**src/rtl/pulse_trig_sched.sv**
```systemverilog
// pulse_trig_sched
//   Arm/trigger sequencer for the pulse_logic engine. Picks a soft or external
//   trigger, fires a one-cycle restart pulse into pulse_logic, counts completed
//   sequences (seq_done = pulse_logic trig_out) and inserts a holdoff between shots.
//
//   Optional build macro: TRIG_TIMESTAMP_EN adds a free-running cycle counter
//   and the trig_ts output, which latches that counter on every ARMED->FIRE.
//
// Ports
//   clk          pulse clock, posedge
//   rst          synchronous active-high reset
//   arm          strobe: IDLE -> ARMED, clears shots_done / missed_trig
//   disarm       strobe: abort to IDLE from any state (wins over arm)
//   soft_trig    software trigger, honoured in every trig_mode
//   trig_in      asynchronous external trigger
//   trig_mode    0 soft only, 1 ext rising, 2 ext falling, 3 ext either edge
//   shot_count   sequences per arm, 0 = infinite
//   holdoff      cycles spent in HOLDOFF after each shot, 0 = none
//   seq_done     end-of-sequence pulse from pulse_logic
//   pl_reset     restart pulse to pulse_logic (one cycle per accepted trigger)
//   armed        high in ARMED
//   running      high in FIRE or RUN
//   done         one-cycle pulse when the final shot completes
//   shots_done   completed sequences since last arm
//   missed_trig  triggers seen in FIRE/RUN/HOLDOFF since last arm, saturating
//   trig_ts      (TRIG_TIMESTAMP_EN only) cycle count at last accepted trigger
//
// state   | meaning
// --------+-----------------------------------------------
// IDLE    | not armed, triggers ignored
// ARMED   | waiting for a trigger event
// FIRE    | pl_reset asserted for this single cycle
// RUN     | sequence in progress, waiting for seq_done
// HOLDOFF | dead time before re-arming
module pulse_trig_sched #(
  parameter int COUNT_BITS   = 32,
  parameter int HOLDOFF_BITS = 16,
  parameter int SYNC_STAGES  = 2
) (
  input  logic                    clk,
  input  logic                    rst,
  input  logic                    arm,
  input  logic                    disarm,
  input  logic                    soft_trig,
  input  logic                    trig_in,
  input  logic [1:0]              trig_mode,
  input  logic [COUNT_BITS-1:0]   shot_count,
  input  logic [HOLDOFF_BITS-1:0] holdoff,
  input  logic                    seq_done,
  output logic                    pl_reset,
  output logic                    armed,
  output logic                    running,
  output logic                    done,
  output logic [COUNT_BITS-1:0]   shots_done,
  output logic [7:0]              missed_trig
`ifdef TRIG_TIMESTAMP_EN
  ,
  output logic [COUNT_BITS-1:0]   trig_ts
`endif
);

  typedef enum logic [2:0] {
    S_IDLE, S_ARMED, S_FIRE, S_RUN, S_HOLDOFF
  } state_t;

  state_t state, next_state;

  logic [SYNC_STAGES-1:0]  sync_q;
  logic                    sync_last, hist_q;
  logic                    ext_edge, trg;
  logic [COUNT_BITS-1:0]   shots_inc;
  logic                    final_shot;
  logic [HOLDOFF_BITS-1:0] hold_cnt;
  logic                    arm_ok;

  // Synchroniser plus one history flop; history runs in every state so an
  // edge that straddles ARMED entry is still seen exactly once.
  always_ff @(posedge clk) begin
    if (rst) begin
      sync_q <= '0;
      hist_q <= 1'b0;
    end else begin
      sync_q <= {sync_q[SYNC_STAGES-2:0], trig_in};
      hist_q <= sync_last;
    end
  end

  assign sync_last = sync_q[SYNC_STAGES-1];

  always_comb begin
    ext_edge = 1'b0;
    case (trig_mode)
      2'd1:    ext_edge = sync_last & ~hist_q;
      2'd2:    ext_edge = ~sync_last & hist_q;
      2'd3:    ext_edge = sync_last ^ hist_q;
      default: ext_edge = 1'b0;
    endcase
  end

  assign trg        = soft_trig | ext_edge;
  assign shots_inc  = shots_done + {{(COUNT_BITS-1){1'b0}}, 1'b1};
  assign final_shot = (shot_count != '0) && (shots_inc == shot_count);
  assign arm_ok     = (state == S_IDLE) && arm && !disarm;

  // FSM: state register
  always_ff @(posedge clk) begin
    if (rst) state <= S_IDLE;
    else     state <= next_state;
  end

  // FSM: next state
  always_comb begin
    next_state = state;
    case (state)
      S_IDLE:    if (arm) next_state = S_ARMED;
      S_ARMED:   if (trg) next_state = S_FIRE;
      S_FIRE:    next_state = S_RUN;
      S_RUN: begin
        if (seq_done) begin
          if (final_shot)          next_state = S_IDLE;
          else if (holdoff == '0)  next_state = S_ARMED;
          else                     next_state = S_HOLDOFF;
        end
      end
      S_HOLDOFF: if (hold_cnt == {{(HOLDOFF_BITS-1){1'b0}}, 1'b1}) next_state = S_ARMED;
      default:   next_state = S_IDLE;
    endcase
    if (disarm) next_state = S_IDLE;
  end

  // FSM: outputs decoded from state
  always_comb begin
    pl_reset = 1'b0;
    armed    = 1'b0;
    running  = 1'b0;
    case (state)
      S_ARMED: armed = 1'b1;
      S_FIRE: begin
        pl_reset = 1'b1;
        running  = 1'b1;
      end
      S_RUN:   running = 1'b1;
      default: ;
    endcase
  end

  // Shot / missed-trigger bookkeeping, holdoff timer and done pulse
  always_ff @(posedge clk) begin
    if (rst) begin
      shots_done  <= '0;
      missed_trig <= '0;
      hold_cnt    <= '0;
      done        <= 1'b0;
    end else begin
      done <= (state == S_RUN) && seq_done && !disarm && final_shot;

      if (arm_ok)
        shots_done <= '0;
      else if ((state == S_RUN) && seq_done && !disarm)
        shots_done <= shots_inc;

      if (arm_ok)
        missed_trig <= '0;
      else if (trg && (state == S_FIRE || state == S_RUN || state == S_HOLDOFF)
               && (missed_trig != 8'hFF))
        missed_trig <= missed_trig + 8'd1;

      if ((state == S_RUN) && (next_state == S_HOLDOFF))
        hold_cnt <= holdoff;
      else if ((state == S_HOLDOFF) && (hold_cnt != '0))
        hold_cnt <= hold_cnt - {{(HOLDOFF_BITS-1){1'b0}}, 1'b1};
    end
  end

`ifdef TRIG_TIMESTAMP_EN
  logic [COUNT_BITS-1:0] ts_cnt;

  always_ff @(posedge clk) begin
    if (rst) begin
      ts_cnt  <= '0;
      trig_ts <= '0;
    end else begin
      ts_cnt <= ts_cnt + {{(COUNT_BITS-1){1'b0}}, 1'b1};
      if ((state == S_ARMED) && (next_state == S_FIRE))
        trig_ts <= ts_cnt;
    end
  end
`endif

endmodule

```
**config.mk**
```make
export PLATFORM = sky130hd
export DESIGN_NAME = pulse_trig_sched
export DESIGN_NICKNAME = d
export VERILOG_FILES = /design/src/rtl/pulse_trig_sched.sv
export SDC_FILE = /design/constraint.sdc
export NUM_CORES = 1
export LEC_CHECK = 0
export CAP_MARGIN = 20
export CORE_UTILIZATION = 40
export CTS_BUF_LIST = sky130_fd_sc_hd__clkbuf_4 sky130_fd_sc_hd__clkbuf_8
export DETAILED_ROUTE_END_ITERATION = 6
export PLACE_DENSITY = 0.71
export SYNTH_ARGS = -nofsm -noshare
export SYNTH_HDL_FRONTEND = slang
export SYNTH_SLANG_ARGS = --single-unit
export TNS_END_PERCENT = 100
```
**constraint.sdc**
```tcl
create_clock -name clk -period 5.5 [get_ports clk]
set_clock_uncertainty 0.05 [all_clocks]
set_input_delay 1.1 -clock clk [delete_from_list [all_inputs] [get_ports clk]]
set_output_delay 1.1 -clock clk [all_outputs]
set_load 0.05 [all_outputs]
```
# After elaboration in Yosys (flattened, before gate mapping)
# Cells that the tools add are included.
# word_totals
ff_bits	63
latch_bits	0
mem_bits_rw	0
romBits	0
inputBits	57
out_inout_bits	44
word_cells	61
n_memories	0
# op_classes
add_sub_neg	3
n_mul	0
n_div	0
n_lt_le_gt_ge	0
n_eq_ne	11
shifts	0
muxes	14
bitwise_logic	6
reduce_logical	20
# op_table
op	n
$add A32 B1 Y32 const B	1
$eq A32 B32 Y1	1
$mux W16	2
$reduce_bool A32 Y1	1
$mux W3	7
$eq A16 B1 Y1 const B	1
$logic_not A16 Y1	1
$reduce_bool A16 Y1	1
$sub A16 B1 Y16 const B	1
$pmux W3 S5	1
$logic_and A1 B1 Y1	10
$add A8 B1 Y8 const B	1
$ne A8 B8 Y1 const B	1
$eq A3 B2 Y1 const B	2
$eq A3 B3 Y1 const B	2
$eq A2 B2 Y1 const B	2
$reduce_or A2 Y1	2
$eq A3 B1 Y1 const B	1
$logic_not A3 Y1	1
$mux W1	3
$pmux W1 S3	1
$and A1 B1 Y1	2
$eq A2 B1 Y1 const B	1
$logic_or A1 B1 Y1	2
other kinds (5)	6

# Depth between registers and ports, before layout
# logic_depth
word_depth	10
ltp_mapped	13
ltp_nobuf	11

# Least setup slack after synthesis
# No wires, ideal clock.
# synth_path
kind	register -> register
start	register shots_done[0]
end	register hold_cnt[10]
setup_ps	122
t_arrival_ps	3046
t_required_ps	5328
path_slack_ps	2282
path_stages_with_launch	13
n_path_buf	2
synth_period_minus_slack_ps	3218
path_cell_list	dfxtp_1 ha_1 nand3_2 nand2b_1 clkbuf_1 nor3_1 nand4_1 a2111oi_2 nand4bb_1 o21ai_2 buf_2 o21ai_0 o311a_1
# synth_via
elab_chain_len	10
elab_cells_between_ends	11
classes_between	add/sub: 1; eq/ne: 2; mux: 5; reduce/logical: 3
# synth_lines
element	line	rtl
start, declared	54	output logic [COUNT_BITS-1:0] shots_done,
start signal, assigned	160	shots_done <= shots_inc;
$add A32 B1 Y32 (*)	101	assign shots_inc = shots_done + {{(COUNT_BITS-1){1'b0}}, 1'b1};
$eq A32 B32 Y1 (*)	102	assign final_shot = (shot_count != '0) && (shots_inc == shot_count);
$logic_and A1 B1 Y1 (*)	102	
$mux W3 (*)	120	if (final_shot) next_state = S_IDLE;
$mux W3 (*)	119	if (seq_done) begin
$pmux W3 S5 (*)	114	case (state)
$mux W3 (*)	128	if (disarm) next_state = S_IDLE;
$eq A3 B3 Y1 (*)	168	if ((state == S_RUN) && (next_state == S_HOLDOFF))
$logic_and A1 B1 Y1 (*)	168	
$mux W16 / $reduce_bool A2 Y1 (equally long branches)	-	
end signal, assigned	169	hold_cnt <= holdoff;
end signal, assigned	171	hold_cnt <= hold_cnt - {{(HOLDOFF_BITS-1){1'b0}}, 1'b1};
end, declared	73	logic [HOLDOFF_BITS-1:0] hold_cnt;
# Mark *: on every way between the ends. The rest lies on a longest branch, timed or not.
# A chain may end at the register's enable or synchronous reset.

# Worst setup path in the final report
# layout_path
start	input port shot_count[30]
end	register hold_cnt[3]
# layout_via
elab_chain_len	9
elab_cells_between_ends	11
classes_between	eq/ne: 2; mux: 5; reduce/logical: 4
# layout_lines
element	line	rtl
start, declared	47	input logic [COUNT_BITS-1:0] shot_count,
$eq A32 B32 Y1 / $reduce_bool A32 Y1 (equally long branches)	102	
$logic_and A1 B1 Y1 (*)	102	
$mux W3 (*)	120	
$mux W3 (*)	119	
$pmux W3 S5 (*)	114	
$mux W3 (*)	128	
$eq A3 B3 Y1 (*)	168	
$logic_and A1 B1 Y1 (*)	168	
$mux W16 / $reduce_bool A2 Y1 (equally long branches)	-	
# Marked as above.

==> flow_metrics.tcl <==
set metrics [dict create \
    start_util_pct 41.4 \
    critPathRequiredTime_ns 5.68 \
    ys_seq_elements 63 \
    grt_first_pass_wirelength_um 19500 \
    holdCritPathClass "reg2reg" \
    number_of_synthesized_flops_with_an_enable_pin 0 \
    clock_sink_count 63 \
    cts.clk_slew.worst_paths_ns 0.07 \
    synth.cell_area_um2 4290 \
    worst_skew_pair.late_latency_ns 0.34 \
    yosysSeqAreaShare_pct 29.4 \
    place.detailed.instances 752 \
    globalRoute.busiestLayer "met2" \
    worst_slew_margin_rel_pct 57.9 \
    routed-via-count 4366 \
    run_status "finished clean" \
    postSynthNetCount 609 \
    ioPinCount 101 \
    portBuffers 100 \
    overflow 0 \
    worst-endpoint-arrival_ns 3.62 \
    drt_first_iter_violations 165 \
    drive_gt1_share_pct 5.06 \
    synth_cells 546 \
    cts_made_buffers 9 \
    startpoint_type "primary input" \
    path_class "in2reg" \
    die-height_um 106 \
    setup_total_negative_slack_ns 0 \
    synthesis.area_per_instance_um2 7.86 \
    drt.antenna.violating_nets 0 \
    final_util_pct 53.6 \
    post-cts-setup-buffer-count 0 \
    use_met2_pct 35.9 \
    synth.distinct_cells 52 \
    routed_wl_um 12200 \
    floorplan.die.width_um 106 \
    use_met1_pct 27.8 \
    setup_repair_after_global_routing_missed_its_margin "no" \
    timing_worst_slew_pin_value_ns 0.627 \
    number_of_global_route_vias_before_repair 4114 \
    clock-root-buffer "sky130_fd_sc_hd__clkbuf_8" \
    power_leakage_nw 1.82 \
    global_route.usage.total_pct 21.8 \
    drt-wirelength-per-cell_um 15.8 \
    layoutNonFillerInstCount 769 \
    hold_viol_final 0 \
    post_cts_hold_fix_bufs 0 \
    insertedDiodeCount 0 \
    power_per_cell_area_nw_per_um2 176 \
    nets 691 \
    num_rows 37 \
    floorplan.die_area_um2 11100 \
    end_kind "register" \
    detailedRoute.firstPassIterationCount 4 \
    final_critical_path_setup_slack_ns 2.06 \
    tritoncts "yes" \
    grt.met3_usage_pct 5.32 \
    synth_flop_cell "sky130_fd_sc_hd__dfxtp_1" \
    critPathMaxFanout 30 \
    ir_worst_vdd_mv 0.121 \
    max_freq_mhz 291 \
    synth_async_sr_flop_share_pct 0 \
    timing_max_transition_violations_final 0 \
    gp_routability_congestion 0.900 \
    cts_max_level 3 \
    cts-resized-gates 0 \
    post-route-period-util_pct 62.5 \
    setup_viol 0 \
    area_growth_syn_to_layout_pct 29.5 \
    pre_cts_slack_ns 1.22 \
    finalWorstPathRequiredPeriod_ns 3.44 \
    number_of_antenna_violations_at_the_first_check_in_global_routing 0 \
    ctsLongestPathBuffers 2 \
    maximum_number_of_pins_on_one_net_before_global_route_repair 44 \
    dp.final_hpwl_um 9050 \
    via_cell_ratio 5.68 \
    synth.yosys.warnings 0 \
    post-route-drc-count 0 \
    drv_cap 0 \
    timing.hold.ws_ns 0.390 \
    area_of_the_core_um2 10400 \
]
sequential cells by signal, summed over array words and instances (netlist names):
| register | flops |
|---|---|
| shots_done | 32 |
| missed_trig | 8 |
| hold_cnt | 16 |
| hist_q | 1 |
| done | 1 |
| sync_q | 2 |
| state | 3 |
cells in the mapped netlist, types with 3 or more instances:
master	n	share of area, %
sky130_fd_sc_hd__dfxtp_1	63	29
sky130_fd_sc_hd__nor2_1	61	5.3
sky130_fd_sc_hd__xnor2_1	50	10
sky130_fd_sc_hd__nand2_1	47	4.1
sky130_fd_sc_hd__xor2_1	37	7.6
sky130_fd_sc_hd__o21ai_0	26	3.0
sky130_fd_sc_hd__nor3_1	24	2.8
sky130_fd_sc_hd__nand3_1	23	2.7
sky130_fd_sc_hd__nor4_1	22	3.2
sky130_fd_sc_hd__a21oi_1	19	2.2
sky130_fd_sc_hd__clkbuf_1	19	1.7
sky130_fd_sc_hd__nand4_1	17	2.5
sky130_fd_sc_hd__o311a_1	15	3.5
sky130_fd_sc_hd__buf_2	12	1.4
sky130_fd_sc_hd__inv_1	11	0.96
sky130_fd_sc_hd__or3_1	11	1.6
sky130_fd_sc_hd__and4_1	10	2.0
sky130_fd_sc_hd__nand2b_1	8	1.2
sky130_fd_sc_hd__ha_1	6	1.8
sky130_fd_sc_hd__a31oi_1	5	0.73
sky130_fd_sc_hd__and3_1	5	0.73
sky130_fd_sc_hd__mux2i_1	5	1.2
sky130_fd_sc_hd__and2_1	4	0.58
sky130_fd_sc_hd__nand4_2	4	1.2
sky130_fd_sc_hd__nor2b_1	3	0.44
sky130_fd_sc_hd__o211ai_1	3	0.53
sky130_fd_sc_hd__o31ai_1	3	0.53
through the flow:
step | instance area, um^2 | power [mW]
after floorplan | 4290 | 0.509
after global placement | 5340 | 0.571
after detailed placement | 5340 | 0.572
after CTS | 5540 | 0.985
after global routing | 5550 | 1.02
final | 5550 | 0.976
path summary, 6_finish.rpt:
| path | startpoint | end | slack, ns | cells past startpoint |
|---|---|---|---|---|
| worst min-delay path | sync_q[0]$_SDFF_PP0_ | sync_q[1]$_SDFF_PP0_ | 0.39 | 1 |
| worst max-delay path | shot_count[30] | hold_cnt[3]$_SDFFE_PP0P_ | 2.06 | 11 |
| worst min register to register | sync_q[0]$_SDFF_PP0_ | sync_q[1]$_SDFF_PP0_ | 0.39 | 1 |
| worst max register to register | shots_done[0]$_SDFFE_PP0P_ | hold_cnt[3]$_SDFFE_PP0P_ | 2.07 | 11 |
report_power, final:
part | total [mW] | switching (mW) | leakage [nW] | internal [mW]
registers | 0.459 | 0.00148 | 0.508 | 0.457
logic | 0.103 | 0.0477 | 1.22 | 0.0556
clock network | 0.413 | 0.188 | 0.0950 | 0.226
total | 0.976 | 0.237 | 1.82 | 0.739
layout make-up:
class	instances	area (um^2)
clock buffer	11	145
tap	136	170
clock inverter	5	57.6
timing repair buffer	104	1040
fill	1009	4820
sequential	63	1260
multi-input combinational	438	2840
inverter	12	45.0
layer usage:
| metal | share of wire [%] | wire length, um |
|---|---|---|
| met1 | 45 | 5430 |
| met2 | 47 | 5670 |
| met3 | 7.0 | 856 |
| met4 | 1.8 | 214 |
| met5 | 0 | 0 |
worst max-delay path, stage by stage:
cell,delay [ns]
sky130_fd_sc_hd__clkdlybuf4s50_1,0.45
sky130_fd_sc_hd__xnor2_1,0.28
sky130_fd_sc_hd__nand2_1,0.09
sky130_fd_sc_hd__o22ai_1,0.17
sky130_fd_sc_hd__nand4_1,0.14
sky130_fd_sc_hd__a2111oi_2,0.42
sky130_fd_sc_hd__nand4bb_1,0.19
sky130_fd_sc_hd__o21ai_2,0.28
sky130_fd_sc_hd__buf_8,0.23
sky130_fd_sc_hd__o211ai_1,0.10
sky130_fd_sc_hd__o311a_1,0.15
cells by family after synthesis:
| family | synth area share (%) |
|---|---|
| flops | 29.4 |
| fa+ha+maj | 1.75 |
| xor+xnor | 17.8 |
| compound gates | 13.4 |
| mux | 1.17 |
| buf+inv | 4.46 |
| simple gates | 32.0 |
layout by cell type (no fill, tap or decap), types with 15 or more instances in the layout:
master | Yosys | layout
sky130_fd_sc_hd__o21ai_0 | 26 | 26
sky130_fd_sc_hd__nand2_1 | 47 | 47
sky130_fd_sc_hd__a21oi_1 | 19 | 19
sky130_fd_sc_hd__nor3_1 | 24 | 24
sky130_fd_sc_hd__xor2_1 | 37 | 37
sky130_fd_sc_hd__clkdlybuf4s50_1 | 0 | 100
sky130_fd_sc_hd__o311a_1 | 15 | 15
sky130_fd_sc_hd__nor2_1 | 61 | 61
sky130_fd_sc_hd__xnor2_1 | 50 | 50
sky130_fd_sc_hd__nor4_1 | 22 | 22
sky130_fd_sc_hd__nand4_1 | 17 | 17
sky130_fd_sc_hd__dfxtp_1 | 63 | 63
sky130_fd_sc_hd__nand3_1 | 23 | 23
(Power assumes the default switching activity.)
